--- config.mk ---
export PLATFORM = sky130hd
export DESIGN_NAME = mario_motion_ctrl
export DESIGN_NICKNAME = d
export VERILOG_FILES = /design/src/rtl/mario_pkg.sv /design/src/rtl/frame_tick_gen.sv /design/src/rtl/mario_motion_ctrl.sv
export SDC_FILE = /design/constraint.sdc
export NUM_CORES = 1
export LEC_CHECK = 0
export ABC_CLOCK_PERIOD_IN_PS = 6900
export CAP_MARGIN = 15
export CORE_MARGIN = 5
export CORE_UTILIZATION = 40
export CTS_CLUSTER_SIZE = 14
export DETAILED_ROUTE_END_ITERATION = 16
export DONT_BUFFER_PORTS = 1
export GPL_ROUTABILITY_DRIVEN = 0
export GPL_TIMING_DRIVEN = 1
export PLACE_DENSITY = 0.62
export SLEW_MARGIN = 5
export SYNTH_ARGS = -nofsm -noshare
export SYNTH_HDL_FRONTEND = slang
export SYNTH_SLANG_ARGS = --single-unit
--- constraint.sdc ---
create_clock -name clk -period 6.9 [get_ports clk]
set_clock_uncertainty 0.2 [all_clocks]
set_input_delay 0.69 -clock clk [delete_from_list [all_inputs] [get_ports clk]]
set_output_delay 0.69 -clock clk [all_outputs]
set_load 0.02 [all_outputs]
--- src/rtl/mario_pkg.sv ---
// rtl/mario_pkg.sv - shared motion encodings for the player sprite blocks
// Contents: FSM state encoding, Move_arrow bit indices, Btn bit indices,
//           coordinate/speed packing field positions, a small min helper.
package mario_pkg;

  localparam int AXIS_W = 16;
  typedef logic [AXIS_W-1:0] axis_t;

  typedef enum logic [1:0] {
    ST_GROUND = 2'd0,
    ST_RISE   = 2'd1,
    ST_FALL   = 2'd2
  } motion_state_t;

  // Move_arrow bit positions
  localparam int ARROW_UP    = 3;
  localparam int ARROW_DOWN  = 2;
  localparam int ARROW_LEFT  = 1;
  localparam int ARROW_RIGHT = 0;

  // Btn bit positions
  localparam int BTN_JUMP  = 2;
  localparam int BTN_LEFT  = 1;
  localparam int BTN_RIGHT = 0;

  // Coordinate = {x, y}, Move_speed = {vertical step, horizontal step}
  localparam int COORD_X_LSB = 16;
  localparam int COORD_Y_LSB = 0;
  localparam int SPEED_V_LSB = 16;
  localparam int SPEED_H_LSB = 0;

  function automatic axis_t min_axis(input axis_t a, input axis_t b);
    return (a < b) ? a : b;
  endfunction

endpackage

--- src/rtl/frame_tick_gen.sv ---
// rtl/frame_tick_gen.sv - free-running frame strobe generator
// Ports: clk  - system clock
//        rst  - asynchronous active-high reset
//        tick - high for the one cycle in which the count is TICK_DIV-1
module frame_tick_gen #(
  parameter int TICK_DIV = 833333
) (
  input  logic clk,
  input  logic rst,
  output logic tick
);

  localparam int CNT_W = $clog2(TICK_DIV);
  localparam logic [CNT_W-1:0] LAST = CNT_W'(TICK_DIV - 1);

  logic [CNT_W-1:0] count;

  always_ff @(posedge clk or posedge rst) begin
    if (rst) begin
      count <= '0;
    end else if (count == LAST) begin
      count <= '0;
    end else begin
      count <= count + CNT_W'(1);
    end
  end

  assign tick = (count == LAST);

endmodule

--- src/rtl/mario_motion_ctrl.sv ---
// rtl/mario_motion_ctrl.sv - per-frame jump/gravity/walk sequencer for the player sprite
// Ports: clk, rst     - system clock, asynchronous active-high reset
//        Btn        - {jump, left, right} levels, already synchronized
//        Coordinate - {x, y} fed back from the coordinate register block
//        Move_arrow - one-cycle {up, down, left, right} command
//        Move_speed - one-cycle {vertical step, horizontal step}
//        State      - GROUND/RISE/FALL
//        Frame_tick - single-cycle frame strobe
module mario_motion_ctrl
  import mario_pkg::*;
#(
  parameter int TICK_DIV   = 833333,
  parameter int WALK_SPEED = 4,
  parameter int JUMP_V     = 12,
  parameter int GRAVITY    = 1,
  parameter int MAX_FALL   = 10,
  parameter int FLOOR_Y    = 400,
  parameter int X_MIN      = 0,
  parameter int X_MAX      = 624
) (
  input  logic        clk,
  input  logic        rst,
  input  logic [2:0]  Btn,
  input  logic [31:0] Coordinate,
  output logic [3:0]  Move_arrow,
  output logic [31:0] Move_speed,
  output logic [1:0]  State,
  output logic        Frame_tick
);

  localparam axis_t WALK  = axis_t'(WALK_SPEED);
  localparam axis_t JUMP  = axis_t'(JUMP_V);
  localparam axis_t GRAV  = axis_t'(GRAVITY);
  localparam axis_t FALLM = axis_t'(MAX_FALL);
  localparam axis_t FLOOR = axis_t'(FLOOR_Y);
  localparam axis_t XMIN  = axis_t'(X_MIN);
  localparam axis_t XMAX  = axis_t'(X_MAX);
  // vel always holds the step for the *next* RISE frame, so the take-off
  // frame leaves JUMP_V-GRAVITY behind and the climb reads JUMP_V, JUMP_V-1, ...
  localparam axis_t JUMP_NEXT = (JUMP_V > GRAVITY) ? axis_t'(JUMP_V - GRAVITY) : axis_t'(0);

  motion_state_t state, state_n;
  axis_t         vel, vel_n;
  axis_t         x, y;
  axis_t         vstep, hstep;
  axis_t         fall_sum, fall_vel;
  logic [AXIS_W:0] land_sum;
  logic          vert_up, vert_down, horz_left, horz_right;
  logic          jump, left, right;
  logic          tick;
  logic [3:0]    arrow_n;
  logic [31:0]   speed_n;

  frame_tick_gen #(.TICK_DIV(TICK_DIV)) u_frame_tick (
    .clk  (clk),
    .rst  (rst),
    .tick (tick)
  );

  assign Frame_tick = tick;
  assign State      = state;

  assign x     = Coordinate[COORD_X_LSB +: AXIS_W];
  assign y     = Coordinate[COORD_Y_LSB +: AXIS_W];
  assign jump  = Btn[BTN_JUMP];
  assign left  = Btn[BTN_LEFT];
  assign right = Btn[BTN_RIGHT];

  // Fall velocity for this frame and a 17-bit landing test so y+vel never wraps.
  assign fall_sum = vel + GRAV;
  assign fall_vel = min_axis(fall_sum, FALLM);
  assign land_sum = {1'b0, y} + {1'b0, fall_vel};

  // State, velocity and command registers. Decisions only commit on a tick;
  // the command registers reload every cycle so they are zero off-tick.
  always_ff @(posedge clk or posedge rst) begin
    if (rst) begin
      state      <= ST_FALL;
      vel        <= '0;
      Move_arrow <= '0;
      Move_speed <= '0;
    end else begin
      if (tick) begin
        state <= state_n;
        vel   <= vel_n;
      end
      Move_arrow <= arrow_n;
      Move_speed <= speed_n;
    end
  end

  // Vertical decision for the frame.
  always_comb begin
    state_n   = state;
    vel_n     = vel;
    vstep     = '0;
    vert_up   = 1'b0;
    vert_down = 1'b0;
    case (state)
      ST_GROUND: begin
        if (jump) begin
          vert_up = 1'b1;
          if (y < JUMP) begin
            vstep   = y;
            state_n = ST_FALL;
            vel_n   = '0;
          end else begin
            vstep   = JUMP;
            state_n = ST_RISE;
            vel_n   = JUMP_NEXT;
          end
        end else if (y < FLOOR) begin
          state_n = ST_FALL;
          vel_n   = '0;
        end
      end
      ST_RISE: begin
        if (vel > GRAV) begin
          vert_up = 1'b1;
          if (y < vel) begin
            // Top of screen: stop exactly at y=0 and start falling.
            vstep   = y;
            state_n = ST_FALL;
            vel_n   = '0;
          end else begin
            vstep = vel;
            vel_n = vel - GRAV;
          end
        end else begin
          state_n = ST_FALL;
          vel_n   = '0;
        end
      end
      ST_FALL: begin
        vert_down = 1'b1;
        if (land_sum >= {1'b0, FLOOR}) begin
          vstep   = (y < FLOOR) ? FLOOR - y : '0;
          state_n = ST_GROUND;
          vel_n   = '0;
        end else begin
          vstep = fall_vel;
          vel_n = fall_vel;
        end
      end
      default: begin
        state_n = ST_FALL;
        vel_n   = '0;
      end
    endcase
  end

  // Horizontal step and command formation.
  always_comb begin
    hstep      = '0;
    horz_left  = 1'b0;
    horz_right = 1'b0;
    arrow_n    = '0;
    speed_n    = '0;
    if (left && !right) begin
      horz_left = 1'b1;
      hstep     = min_axis(WALK, (x > XMIN) ? x - XMIN : axis_t'(0));
    end else if (right && !left) begin
      horz_right = 1'b1;
      hstep      = min_axis(WALK, (XMAX > x) ? XMAX - x : axis_t'(0));
    end
    if (tick) begin
      arrow_n[ARROW_UP]    = vert_up && (vstep != '0);
      arrow_n[ARROW_DOWN]  = vert_down && (vstep != '0);
      arrow_n[ARROW_LEFT]  = horz_left && (hstep != '0);
      arrow_n[ARROW_RIGHT] = horz_right && (hstep != '0);
      speed_n[SPEED_V_LSB +: AXIS_W] = vstep;
      speed_n[SPEED_H_LSB +: AXIS_W] = hstep;
    end
  end

endmodule

# == Word level (Yosys, flattened, before mapping) ==
# Index checks and enable logic that the tools add are counted.
# Widths: inputs -> output; s select.
# op_classes
div_mod_pow,0
n_reduce_logical,13
multipliers,0
shifts,0
n_mux,38
bitwise,0
addsub,6
eq_ne,6
magnitude_cmp,10
# op_table
cell,count
$mux 16,18
$pmux 16 s3,2
$gt 16x1->1 const B,2
$lt 16x4->1 const B,2
$lt 3x16->1 const A,2
$mux 32,1
$reduce_bool 16->1,2
$add 20x1->20 const B,1
$eq 20x20->1 const B,1
$mux 20,1
$add 16x16->17,1
$ge 17x9->1 const B,1
$add 16x1->16 const B,1
$gt 10x16->1 const A,1
$lt 16x16->1,1
$lt 16x9->1 const B,1
$sub 10x16->16 const A,1
$sub 16x1->16 const B,1
$sub 9x16->16 const A,1
$mux 2,6
$mux 4,2
$logic_and 1x1->1,6
$mux 1,6
$ne 3x3->1 const B,2
other kinds (9),10
# totals
rom_bits,0
wordCells,78
latchBits,0
memories,0
mem_bits_rw,0
input_bits,37
out_inout_bits,39
regBits,74

# == Longest topological paths before layout ==
# Gate-level depths: netlist of run 1.
# depth
ltp_word,10
mapped_depth,22
depth_no_buf,21

# == By module ==
# Synthesis of run 1 repeated with hierarchy kept, for this count alone.
# unflattened
cells_unflattened,629
hier_area_um2,5440.2
# by_module_without_submodules
mod,area_per_inst_um2,seq_area_each_um2,n_inst,cells_each
mario_motion_ctrl,4399.2,1352.5,1,526
frame_tick_gen,1041.0,500.5,1,103

# == Worst setup path after synthesis of run 1 ==
# Ideal clock, no wire load.
# synth_timing
kind,reg2reg
start,register vel[0]
end,register Move_arrow[3]
n_path_buf,0
arrival_time_ns,4.486
required_time_ns,6.560
synth_period_minus_slack_ns,4.826
stages_incl_launch_ff,21
setup_time_ns,0.140
slack_ns,2.074
path_cell_list,dfrtp_1 -> ha_1 -> nand3_1 -> or4_1 -> a221oi_1 -> nand4_1 -> nand2b_1 -> inv_1 -> ha_1 -> inv_1 -> fa_1 -> nor2b_1 -> o211ai_1 -> a211oi_1 -> o211a_1 -> o22ai_1 -> nor4b_4 -> nand3b_2 -> o2111ai_1 -> nor4_2 -> a2111oi_2
# synth_via
elab_chain_cells,10
word_cells_on_any_way,16
classes_between,add/sub (2); order compare (4); mux (8); reduce/logical (2)
# synth_rtl
item,line_no,text
start: declaration,mario_motion_ctrl.sv:43,"axis_t vel, vel_n;"
start signal: assignment,mario_motion_ctrl.sv:85,vel <= vel_n;
$add 16x1->16,mario_motion_ctrl.sv:70,assign fall_sum = vel + GRAV;
$lt 16x4->1,mario_pkg.sv:33,return (a < b) ? a : b;
$mux 16,mario_pkg.sv:33,
$add 16x16->17,mario_motion_ctrl.sv:72,"assign land_sum = {1'b0, y} + {1'b0, fall_vel};"
$ge 17x9->1,mario_motion_ctrl.sv:136,"if (land_sum >= {1'b0, FLOOR}) begin"
$mux 16,mario_motion_ctrl.sv:136,
$pmux 16 s3,mario_motion_ctrl.sv:99,case (state)
$reduce_bool 16->1,mario_motion_ctrl.sv:167,arrow_n[ARROW_UP] = vert_up && (vstep != '0);
$logic_and 1x1->1 *,mario_motion_ctrl.sv:167,
$mux 4 *,mario_motion_ctrl.sv:166,if (tick) begin
via arrow_n[3],mario_motion_ctrl.sv:51,logic [3:0] arrow_n;
end signal: assignment,mario_motion_ctrl.sv:87,Move_arrow <= arrow_n;
end: declaration,mario_motion_ctrl.sv:25,"output logic [3:0] Move_arrow,"
# Mark *: on every way through the listed nets, which the timed path passes. The rest lies on a longest branch.
# A chain may end at the register's enable or synchronous reset.

# == Worst setup path in the final report of run 1 ==
# Same ends and word-level chain as after synthesis.

==> impl_metrics.json, run 1 <==
{
  "cts_tree": "yes",
  "dpl.cell_count": 808,
  "timing.rr.start": "vel[0]",
  "ys_async_sr_fraction": 1.00,
  "final_cells": 824,
  "fmax_mhz": 175,
  "endpoint": "Move_arrow[3]",
  "die_h_um": 126,
  "via_per_inst": 5.91,
  "grt_max_degree": 40,
  "ys.flop_type": "dfrtp_1",
  "postCtsSetupBuffers": 0,
  "synth_cell_types": 73,
  "power_mw": 1.06,
  "reg2reg_setup_slack_ns": 1.18,
  "netlist_area_mm2": 0.00539,
  "final_common_cell": "dfrtp_1",
  "p_per_area_mw_per_mm2": 178,
  "ys_warn_count": 0,
  "insertion_delay_ns": 0.34,
  "mostFrequentLayoutCells": "dfrtp_1, nor2_1, o21ai_0, nand2_1, ha_1",
  "tightest_slew_ns": 0.871,
  "cts_sinks": 74,
  "startpoint": "vel[0]",
  "setup_violations": 0,
  "synth-seq-cells": 74,
  "port_buffers": 0,
  "critPathKind": "reg2reg",
  "die-area_mm2": 0.0159,
  "drtPass1Iterations": 6,
  "ys_seq_area_frac": 0.344,
  "drc": 0,
  "post-dp-hpwl_mm": 11.1,
  "p_leak_nw": 2.53,
  "drv_cap": 0,
  "status": "finished clean",
  "r2r_cells": 20,
  "wl_mm": 14.7,
  "vdd_ir_drop_max_mv": 0.158,
  "cp_max_fo": 14,
  "htree_levels": 3,
  "cp-start-kind": "register",
  "holdBufCountCts": 0,
  "grt_pass1_vias": 4640,
  "clock_path_buffers": 2,
  "synthToLayoutAreaGrowth_pct": 9.84,
  "nets": 720,
  "cts_inserted_buffers": 9,
  "clock_tree.root_cell": "clkbuf_16",
  "cts-resized-gates": 0,
  "cp_data_required_time_ns": 6.91,
  "slew_viol_final": 0,
  "num_vias": 4869,
  "syn_area_per_cell_um2": 8.56,
  "cts.clk_slew.worst_paths_ns": 0.06,
  "synth-edff-count": 0,
  "rsz0062_at_grt": "false",
  "antenna_found_initial": 0,
  "worstPathArrival_ns": 5.72,
  "core_area_mm2": 0.0132,
  "grt_overflow": 0,
  "timing.final.crit_share": 0.828,
  "hp-class": "in2async",
  "start_util": 0.407,
  "avgRoutedWirePerCell_um": 17.9,
  "track_usage": 0.184,
  "fin_area_mm2": 0.00592,
  "grt_pass1_wl_mm": 23.9,
  "period_minus_slack_ns": 5.72,
  "timing.rr.end": "Move_arrow[3]",
  "drive_above_1_share": 0.0679,
  "antenna_cells": 0,
  "finalHoldViolations": 0,
  "ant_nets": 0,
  "placed_area_mm2": 0.00561,
  "critPathCaptureType": "register",
  "postSynthCellCount": 630,
  "slew_headroom": 0.419,
  "tns_ns": 0,
  "num_io_pins": 76,
  "rows": 42,
  "drtIter0Drc": 326,
  "die_w_um": 126
}
## critical path, cell delays in order, from the launching register on
cell	delay [ns]
dfrtp_1	0.49
ha_1	0.30
nand3_1	0.24
or4_1	0.46
a221oi_1	0.31
nand4_1	0.21
nand2b_1	0.25
inv_1	0.08
ha_1	0.17
inv_1	0.06
fa_1	0.37
nor2b_1	0.13
o211ai_1	0.14
a211oi_1	0.37
o211a_1	0.20
o22ai_1	0.12
nor4b_4	0.45
nand3b_2	0.35
o2111ai_1	0.18
nor4_2	0.39
a2111oi_2	0.10
## cells by family after synthesis
family | after synthesis | share of synthesized area
fa+ha+maj | 40 | 0.0942
xor+xnor | 30 | 0.0487
other cells | 1 | 0.000695
simple gates | 234 | 0.225
buf+inv | 64 | 0.0478
mux | 12 | 0.0227
flops | 74 | 0.344
compound gates | 175 | 0.217
## how the worst min path moves through the flow
stage | start | endpoint | cells after the start
floorplan | u_frame_tick.count[17] | u_frame_tick.count[17] | 1
global placement | u_frame_tick.count[17] | u_frame_tick.count[17] | 1
detailed placement | u_frame_tick.count[17] | u_frame_tick.count[17] | 1
CTS | rst | Move_speed[10] | 1
global route | rst | Move_speed[11] | 1
finish | rst | Move_speed[10] | 1
## stage by stage
stage          setup WS, ns   util  hold WS (ns)
5_1_grt               0.700  0.447         0.221
3_3_place_gp           1.51  0.424         0.276
2_1_floorplan          2.07      -         0.254
3_5_place_dp           1.27  0.424         0.285
6_report               1.18  0.447         0.146
4_1_cts                1.24  0.447         0.164
## final cells by class
cell class	instances	area [µm²]
timing repair buffer	3	22.5
inverter	39	146
clock inverter	7	83.8
sequential	74	1850
fill	1283	7320
clock buffer	9	225
tap	176	220
multi-input combinational	516	3370
## metal layers
metal	up-vias	global-route usage	part of all wire
li1	2307	-	-
met1	2326	0.241	0.44
met2	211	0.287	0.45
met3	25	0.0618	0.091
met4	0	0.0625	0.019
met5	-	0	0
## cell usage after synthesis, types with 4 or more instances
cell type	n	area [µm²]
clkbuf_1	15	56.3
o2111ai_1	4	35.0
nand2b_1	6	37.5
dfrtp_1	73	1830
nor2b_1	6	37.5
xor2_1	11	96.3
o31ai_1	8	60.1
a311oi_1	4	35.0
nor3_1	20	100
a21boi_0	4	30.0
buf_2	5	25.0
nand3_1	17	85.1
or2_2	5	31.3
a31oi_1	11	68.8
nand4_1	16	100
or3_1	8	50.1
nor2_1	68	255
o21ai_0	47	235
or4_1	4	30.0
a21oi_1	34	170
and3_1	4	25.0
nand2_1	42	158
a22oi_1	5	37.5
o211ai_1	6	45.0
o41ai_1	4	35.0
a21o_1	10	75.1
nor4_1	8	50.1
o22ai_1	4	25.0
and2_1	11	68.8
ha_1	39	488
o21a_1	4	30.0
xnor2_1	19	166
inv_1	38	143
a211oi_1	6	45.0
mux2i_1	10	100
## power by group
group	internal [mW]	total, mW	switching [mW]
logic	0.0507	0.127	0.0765
clock network	0.287	0.484	0.197
registers	0.438	0.444	0.00655
## flip-flops by register name, indices dropped and copies added, names as in the netlist
name and flops:
Move_arrow 4, Move_speed 32, State 2, u_frame_tick.count 20
vel 16
(Power assumes the default switching activity.)
==> run 2, diff against run 1 <==
--- a/config.mk
+++ b/config.mk
@@ -5,7 +5,7 @@
 export SDC_FILE = /design/constraint.sdc
 export NUM_CORES = 1
 export LEC_CHECK = 0
-export ABC_CLOCK_PERIOD_IN_PS = 6900
+export ABC_CLOCK_PERIOD_IN_PS = 4900
 export CAP_MARGIN = 15
 export CORE_MARGIN = 5
 export CORE_UTILIZATION = 40
@@ -14,7 +14,7 @@
 export DONT_BUFFER_PORTS = 1
 export GPL_ROUTABILITY_DRIVEN = 0
 export GPL_TIMING_DRIVEN = 1
-export PLACE_DENSITY = 0.62
+export PLACE_DENSITY = 0.64
 export SLEW_MARGIN = 5
 export SYNTH_ARGS = -nofsm -noshare
 export SYNTH_HDL_FRONTEND = slang
==> constraint.sdc (replaced) <==
create_clock -name clk -period 4.9 [get_ports clk]
set_clock_uncertainty 0.2 [all_clocks]
set_input_delay 0.49 -clock clk [delete_from_list [all_inputs] [get_ports clk]]
set_output_delay 0.49 -clock clk [all_outputs]
set_load 0.02 [all_outputs]
==> run 2 against run 1 <==
Compared with the run above:
- the flow now finishes with violations (negative setup slack)
- sequential cell count unchanged
- non-clock buffer count increased by 46
- via count increased by 5.7%
- register-to-register slack got worse by 1.2 ns
- setup slack got worse by 1.2 ns
- first-iteration DRC count increased by 27%
- total power increased by 46%
==> impl_metrics.json, run 2 (synthesis results as in run 1) <==
{
  "status": "finished, violations left",
  "violations": "negative setup slack",
  "drtPass1Iterations": 5,
  "p_per_area_mw_per_mm2": 235,
  "rsz0062_at_grt": "true",
  "grt_pass1_wl_mm": 25.2,
  "mostFrequentLayoutCells": "dfrtp_1, nor2_1, o21ai_0, nand2_1, buf_4",
  "drive_above_1_share": 0.169,
  "regMostFlops": "Move_speed",
  "rows": 42,
  "pre_cts_slack_ns": -0.218,
  "setup_violations": 4,
  "grt_pass1_vias": 4963,
  "die-area_mm2": 0.0159,
  "final_common_cell": "dfrtp_1",
  "clock_tree.root_cell": "clkbuf_16",
  "met3_usage": 0.0538,
  "post-dp-hpwl_mm": 11.6,
  "slew_viol_final": 0,
  "finalHoldViolations": 0,
  "cts_tree": "yes",
  "avgRoutedWirePerCell_um": 18.2,
  "fin_ws_ns": -0.0541,
  "num_io_pins": 76,
  "die_w_um": 126,
  "met1_usage": 0.253,
  "dpl.cell_count": 837,
  "insertion_delay_ns": 0.34,
  "ant_nets": 0,
  "clock_path_buffers": 2,
  "cts.clk_slew.worst_paths_ns": 0.06,
  "drtIter0Drc": 413,
  "cp_max_fo": 6,
  "worstPathArrival_ns": 4.98,
  "critPathKind": "reg2reg",
  "antenna_cells": 0,
  "hp-class": "in2reg",
  "largest_reg_flops": 32,
  "port_buffers": 0,
  "grt_overflow": 0,
  "tightest_slew_ns": 0.956,
  "fmax_mhz": 202,
  "slew_headroom": 0.358,
  "cts_sinks": 74,
  "r2r_cells": 20,
  "wl_mm": 15.9,
  "cp-start-kind": "register",
  "final_cells": 870,
  "htree_levels": 3,
  "cts_inserted_buffers": 9,
  "die_h_um": 126,
  "nets": 766,
  "num_vias": 5148,
  "holdPathStages": 2,
  "top_regs": "Move_speed (32), u_frame_tick.count (20), vel (16)",
  "p_leak_nw": 2.84,
  "track_usage": 0.193,
  "cp_data_required_time_ns": 4.93,
  "grt_max_degree": 47,
  "via_per_inst": 5.92,
  "timing.final.crit_share": 1.01,
  "period_minus_slack_ns": 4.95,
  "antenna_found_initial": 0,
  "vdd_ir_drop_max_mv": 0.166,
  "start_util": 0.407,
  "gr-max-usage-layer": "met2",
  "grt_util_met2": 0.305,
  "drv_cap": 0,
  "drc": 0,
  "critPathCaptureType": "register",
  "synthToLayoutAreaGrowth_pct": 21.4,
  "core_area_mm2": 0.0132
}
-- run 2: timing repair --
| item | in CTS | in global routing |
|---|---|---|
| cloned | 0 | 1 |
| resized for setup | 8 | 45 |
| endpoints found under the hold margin | 27 | 0 |
| pin swaps | 6 | 21 |
| hold buffers | 1 | 0 |
| endpoints found under the setup margin | 12 | 14 |
| buffers inserted | 3 | 12 |
-- run 2: cell type report --
class / instances / area, µm²
clock buffers: 10 / 229
clock inverters: 6 / 90.1
fillers: 1259 / 6700
inverters: 39 / 149
multi-input cells: 516 / 3610
flip-flops and latches: 74 / 1850
well taps: 176 / 220
repair buffers: 49 / 393
-- run 2: layer usage --
metal  vias to the layer above  wire length (µm)
li1                       2398                 -
met1                      2514              6800
met2                       195              7400
met3                        41              1310
met4                         0               370
met5                         -                 0
-- run 2: power breakdown --
part,switching [mW],internal [mW]
sequential,0.00928,0.617
combinational,0.118,0.0805
clock,0.263,0.448
total,0.391,1.14
-- run 2: through the flow --
stage / TNS, ns / util / hold slack, ns / total power [mW] / instance area [µm²]
floorplan: 0 / - / 0.254 / 0.781 / 5480
global placement: 0 / 0.440 / 0.252 / 0.804 / 5830
detailed placement: -0.770 / 0.440 / 0.268 / 0.809 / 5830
CTS: 0 / 0.470 / 0.0936 / 1.53 / 6220
global route: -2.23 / 0.494 / 0.119 / 1.60 / 6550
finish: -0.157 / 0.494 / 0.105 / 1.54 / 6550
-- run 2: final timing paths --
check,from,end,slack [ns]
min in group asynchronous,rst,Move_speed[14],0.46
setup / recovery,vel[0],Move_arrow[3],-0.05
max in group asynchronous,rst,vel[1],3.04
hold / removal,Btn[0],Move_arrow[0],0.11
setup reg to reg,vel[0],Move_arrow[3],-0.05
hold reg to reg,u_frame_tick.count[17],u_frame_tick.count[17],0.30
-- run 2: critical path, cell delays in order, from the launching register on --
cell and delay (ns):
dfrtp_1 0.41, buf_6 0.16, inv_4 0.05, or4_4 0.53
a221oi_2 0.25, nand4_1 0.20, buf_4 0.20, a21o_1 0.19
ha_1 0.35, o211ai_2 0.12, o21ai_2 0.23, a311oi_1 0.20
a2111oi_4 0.36, a21boi_2 0.20, nor4b_4 0.19, buf_4 0.18
buf_6 0.10, a21oi_2 0.04, a311oi_4 0.36, nor4_4 0.09
a2111oi_2 0.22
